===== src/rtl/symbol_packer_pkg.sv =====
// symbol_packer_pkg
//   Shared modulation constants and helpers for the symbol packer and its
//   neighbours (constellation lookup table loader, framer).
//   MOD_* values are bits-per-symbol codes carried on mod_bits.
package symbol_packer_pkg;

  localparam int MOD_QPSK   = 2;
  localparam int MOD_8PSK   = 3;
  localparam int MOD_16APSK = 4;
  localparam int MOD_32APSK = 5;

  // Map a requested bits-per-symbol code into the supported range [1, max_bps].
  function automatic logic [2:0] clamp_bps(input logic [2:0] mod, input int unsigned max_bps);
    if (mod == 3'd0) return 3'd1;
    if (32'(mod) > max_bps) return 3'(max_bps);
    return mod;
  endfunction

endpackage


===== src/rtl/symbol_packer.sv =====
// symbol_packer
//   Repacks a byte-wide AXI-Stream bitstream into bps-bit symbol indices,
//   MSB first, zero-extended to ADDRESS_WIDTH, feeding the constellation
//   lookup table address stream. bps is chosen per frame from mod_bits.
// Ports
//   aclk            clock for all buses
//   aresetn         asynchronous active-low reset
//   mod_bits        requested bits per symbol, sampled only between frames
//   data_in_*       byte stream in (tdata MSB transmitted first, tlast = last byte)
//   data_out_*      symbol stream out ({zeros, symbol}, tlast = last symbol)
module symbol_packer
  import symbol_packer_pkg::*;
#(
  parameter int IN_WIDTH      = 8,
  parameter int ADDRESS_WIDTH = 8,
  parameter int MAX_BPS       = 5
) (
  input  logic                     aclk,
  input  logic                     aresetn,
  input  logic [2:0]               mod_bits,
  output logic                     data_in_tready,
  input  logic [IN_WIDTH-1:0]      data_in_tdata,
  input  logic                     data_in_tlast,
  input  logic                     data_in_tvalid,
  input  logic                     data_out_tready,
  output logic [ADDRESS_WIDTH-1:0] data_out_tdata,
  output logic                     data_out_tlast,
  output logic                     data_out_tvalid
);

  // Worst case residue is bps-1 bits plus one freshly appended byte.
  localparam int ACC_W = IN_WIDTH + MAX_BPS - 1;
  localparam int CNT_W = $clog2(ACC_W + 1);

  logic [ACC_W-1:0] acc;
  logic [CNT_W-1:0] cnt;
  logic             last_pend;
  logic [2:0]       bps;

  logic [CNT_W-1:0] bps_c;
  logic [CNT_W-1:0] shift_amt;
  logic [CNT_W-1:0] cnt_rem;
  logic [CNT_W-1:0] top_shift;
  logic [ACC_W-1:0] acc_shift;
  logic [ACC_W-1:0] byte_ins;
  logic [MAX_BPS-1:0] sym;
  logic             in_fire;
  logic             out_fire;

  assign bps_c = CNT_W'(bps);

  // Output side depends on registered state only.
  assign data_out_tvalid = (cnt >= bps_c) || (last_pend && (cnt != '0));
  assign data_out_tlast  = last_pend && (cnt <= bps_c);

  // acc is left-aligned with zeros below the valid bits, so a short final
  // symbol comes out padded with zeros in its LSBs automatically.
  assign top_shift      = CNT_W'(ACC_W) - bps_c;
  assign sym            = MAX_BPS'(acc >> top_shift);
  assign data_out_tdata = ADDRESS_WIDTH'(sym);

  assign out_fire = data_out_tvalid && data_out_tready;

  // Bits left after this cycle's output shift decide whether a byte fits.
  // Looking through out_fire lets a byte land on the same edge the last
  // whole symbol drains, keeping one symbol per clock.
  assign shift_amt      = out_fire ? bps_c : '0;
  assign cnt_rem        = cnt - shift_amt;
  assign data_in_tready = !last_pend && (cnt_rem < bps_c);
  assign in_fire        = data_in_tvalid && data_in_tready;

  // New byte goes directly beneath the bits surviving the output shift.
  assign acc_shift = acc << shift_amt;
  assign byte_ins  = {data_in_tdata, {(MAX_BPS-1){1'b0}}} >> cnt_rem;

  always_ff @(posedge aclk or negedge aresetn) begin
    if (!aresetn) begin
      acc       <= '0;
      cnt       <= '0;
      last_pend <= 1'b0;
      bps       <= 3'(MOD_QPSK);
    end else begin
      if (out_fire && data_out_tlast) begin
        // Frame done: drop any padding and return to idle.
        acc       <= '0;
        cnt       <= '0;
        last_pend <= 1'b0;
      end else if (in_fire) begin
        acc <= acc_shift | byte_ins;
        cnt <= cnt_rem + CNT_W'(IN_WIDTH);
        if (data_in_tlast) last_pend <= 1'b1;
      end else if (out_fire) begin
        acc <= acc_shift;
        cnt <= cnt_rem;
      end
      // Symbol width only changes while nothing is buffered.
      if ((cnt == '0) && !last_pend) bps <= clamp_bps(mod_bits, MAX_BPS);
    end
  end

endmodule


===== config.mk =====
export PLATFORM = sky130hd
export DESIGN_NAME = symbol_packer
export DESIGN_NICKNAME = d
export VERILOG_FILES = /design/src/rtl/symbol_packer_pkg.sv /design/src/rtl/symbol_packer.sv
export SDC_FILE = /design/constraint.sdc
export NUM_CORES = 1
export LEC_CHECK = 0
export BUFFER_PORTS_ARGS = -buffer_cell sky130_fd_sc_hd__buf_4
export CAP_MARGIN = 25
export CORE_ASPECT_RATIO = 0.6
export CORE_MARGIN = 2
export CORE_UTILIZATION = 55
export CTS_BUF_LIST = sky130_fd_sc_hd__clkbuf_8 sky130_fd_sc_hd__clkbuf_16
export CTS_CLUSTER_SIZE = 30
export DETAILED_ROUTE_END_ITERATION = 10
export HOLD_SLACK_MARGIN = 0.05
export PLACE_DENSITY = 0.76
export RECOVER_POWER = 50
export REMOVE_ABC_BUFFERS = 1
export SKIP_CTS_REPAIR_TIMING = 1
export SYNTH_ARGS = -nofsm -noshare
export SYNTH_HDL_FRONTEND = slang
export SYNTH_SLANG_ARGS = --single-unit

===== constraint.sdc =====
create_clock -name aclk -period 10.8 [get_ports aclk]
set_input_delay 1.62 -clock aclk [delete_from_list [all_inputs] [get_ports aclk]]
set_output_delay 1.62 -clock aclk [all_outputs]
set_load 0.1 [all_outputs]

==> metrics.yaml <==
worst_setup_path:
  path_max_fanout: 29
  startpoint_type: "flip-flop"
  crit_type: "reg2out"
  cp_data_arrival_time_ps: 6510
  worstSetupEndpointType: "primary output"
  worstPathRequired_ps: 9180
layout:
  nets: 324
  diodes: 0
  layout-drive-gt1-share_pct: 12.8
  synthToLayoutAreaGrowth_pct: 8.60
  final_cells: 356
  nFillCells: 342
synthesis:
  avgSynthCellArea_um2: 8.06
  ys_seq_area_share_pct: 21.5
  synth_edf_count: 0
  yosys_most_used_dff: "dfrtp_1"
  syn_area_um2: 2330
  synth_cell_type_count: 63
  synth-warning-count: 0
  ys_seq_elements: 20
  postSynthCellCount: 289
  synthArstFlopShare_pct: 100
placement:
  hpwl_mm: 4.93
  place_inst: 352
  gp_congestion: 0.913
  port_buffers: 23
  dpl_worst_slack_ps: 3590
global_route:
  grt_pass1_vias: 2066
  antenna_found_initial: 0
  grt_pass1_wl_mm: 10.8
  grt_use_total_pct: 30.3
  overflow: 0
  grt_max_degree: 31
detailed_routing:
  wire_per_inst_um: 19.1
  dr.pass1.iters: 6
  drt-total-wl_mm: 6.78
  drt_iter0_markers: 321
  ant_nets: 0
  drc: 0
  num_vias: 2367
  via_per_inst: 6.65
cts:
  cts.sinks: 20
  root_buffer: "clkbuf_8"
  clk_pin_slew_ps: 80
  cts_tree: "done"
  htreeDepth: 1
  cts_buffers: 3
  cts_buffer_depth: 2
  insertion_delay_ps: 260
timing:
  slew_viol_final: 0
  period_needed_ps: 8130
  fin_ws_ps: 2670
  rsz0062_at_grt: "false"
  setup_violations: 0
  setup_tns_ps: 0
  relSlewSlack_pct: 24.4
  finalClockSkew_ps: 3.40
  hold_viol_final: 0
  fin_crit_sh_pct: 75.3
  worst_pin_slew_ps: 1130
  fmax_mhz: 123
die:
  die_area_um2: 4790
  dieWidth_um: 88
  initial_core_util_pct: 57.1
  ios: 27
  fp-row-count: 18
  fp.coreArea_um2: 4080
  die_height_um: 54.4
status:
  status: "finished, final reports clean"
job:
  cap_violations: 0
hold_path:
  worstHoldPathType: "reg2reg"
## flip-flops by register name, indices dropped and copies added, names as in the netlist
| signal | cells |
|---|---|
| last_pend | 1 |
| cnt | 4 |
| acc | 12 |
| bps | 3 |
## cell families after synthesis
group | share of synthesized area (%)
other | 0.161
muxes | 14.6
DFF | 21.5
and+or+nand+nor | 18.9
AOI/OAI and AO/OA | 31.2
xor gates and xnor gates | 1.13
buffers and inverters | 6.34
adders and majority gates | 6.23
## final cells by class
class                           instances  area [um2]  area share [%]
Clock buffer                            4        55.1            2.18
Sequential cell                        20         502            19.8
Tap cell                               60        75.1            2.97
Timing Repair Buffer                   23         165            6.53
Inverter                               12        45.0            1.78
Multi-Input combinational cell        237        1690            66.7
## metrics by stage
step	util, %	cell area, um2	hold slack (ps)
after CTS	62.2	2540	573
final	62.0	2530	571
after global placement	60.9	2480	575
after floorplan	-	2230	512
after detailed placement	60.9	2480	553
after global routing	62.0	2530	625
## final timing paths
| kind | from | to | depth (start not counted) | slack (ps) |
|---|---|---|---|---|
| max reg2reg | bps[1]$_DFFE_PN1P_ | acc[8]$_DFFE_PN0P_ | 16 | 3000 |
| max in group asynchronous | aresetn | cnt[2]$_DFFE_PN0P_ | 1 | 8570 |
| min reg2reg | cnt[0]$_DFFE_PN0P_ | cnt[0]$_DFFE_PN0P_ | 2 | 570 |
| min | cnt[0]$_DFFE_PN0P_ | cnt[0]$_DFFE_PN0P_ | 2 | 570 |
| min in group asynchronous | aresetn | last_pend$_DFFE_PN0P_ | 1 | 1560 |
| max | bps[1]$_DFFE_PN1P_ | data_in_tready | 13 | 2670 |
## cells in the final DEF, fill, tap and decap left out, types with 4 or more instances in the layout
cell | synthesis | final
a21o_1 | 4 | 4
a211oi_1 | 4 | 4
o22ai_1 | 5 | 5
ha_1 | 10 | 10
o21ai_0 | 19 | 19
a21oi_1 | 23 | 23
buf_4 | 3 | 21
o32ai_1 | 5 | 5
nor2_1 | 20 | 20
o211ai_1 | 5 | 5
clkbuf_8 | 0 | 4
mux4_2 | 5 | 5
a21boi_0 | 4 | 4
nand3_1 | 6 | 6
or3_1 | 5 | 5
nand2_1 | 24 | 24
nor2b_1 | 5 | 5
a31oi_1 | 11 | 11
and2_1 | 5 | 5
nand2b_1 | 4 | 4
inv_1 | 9 | 9
nor3_1 | 4 | 4
mux2i_1 | 20 | 20
dfrtp_1 | 19 | 19
## cell usage after synthesis, types with 4 or more instances
cell | instances | area share [%]
nand2_1 | 24 | 3.9
a21oi_1 | 23 | 4.9
mux2i_1 | 20 | 8.6
nor2_1 | 20 | 3.2
dfrtp_1 | 19 | 20
o21ai_0 | 19 | 4.1
clkbuf_1 | 15 | 2.4
a31oi_1 | 11 | 3.0
ha_1 | 10 | 5.4
inv_1 | 9 | 1.5
nand3_1 | 6 | 1.3
and2_1 | 5 | 1.3
mux4_2 | 5 | 4.8
nor2b_1 | 5 | 1.3
o211ai_1 | 5 | 1.6
o22ai_1 | 5 | 1.3
o32ai_1 | 5 | 1.9
or3_1 | 5 | 1.3
a211oi_1 | 4 | 1.3
a21boi_0 | 4 | 1.3
a21o_1 | 4 | 1.3
nand2b_1 | 4 | 1.1
nor3_1 | 4 | 0.86
## layer usage
| metal | up-vias | global-route usage, % | part of all wire [%] | wire (um) |
|---|---|---|---|---|
| met4 | 0 | 4.62 | 0.43 | 29 |
| met1 | 1093 | 44.9 | 46 | 3140 |
| li1 | 1111 | - | - | - |
| met3 | 5 | 10.9 | 13 | 894 |
| met2 | 158 | 42.7 | 40 | 2720 |
| met5 | - | 0 | 0 | 0 |
## worst max-delay path, stage by stage, from the launching register on
cell and delay (ps):
dfstp_1 1160, clkinv_1 610, ha_1 470, and4b_1 250
a21oi_1 90, a21boi_1 630, nand2_1 290, fa_1 500
xnor2_1 740, clkinv_1 480, ha_1 390, o21ai_0 100
and3_1 230, buf_4 300
Power is not shown: default switching activity piles up to over one toggle a cycle in this logic, so the estimate is an artifact.
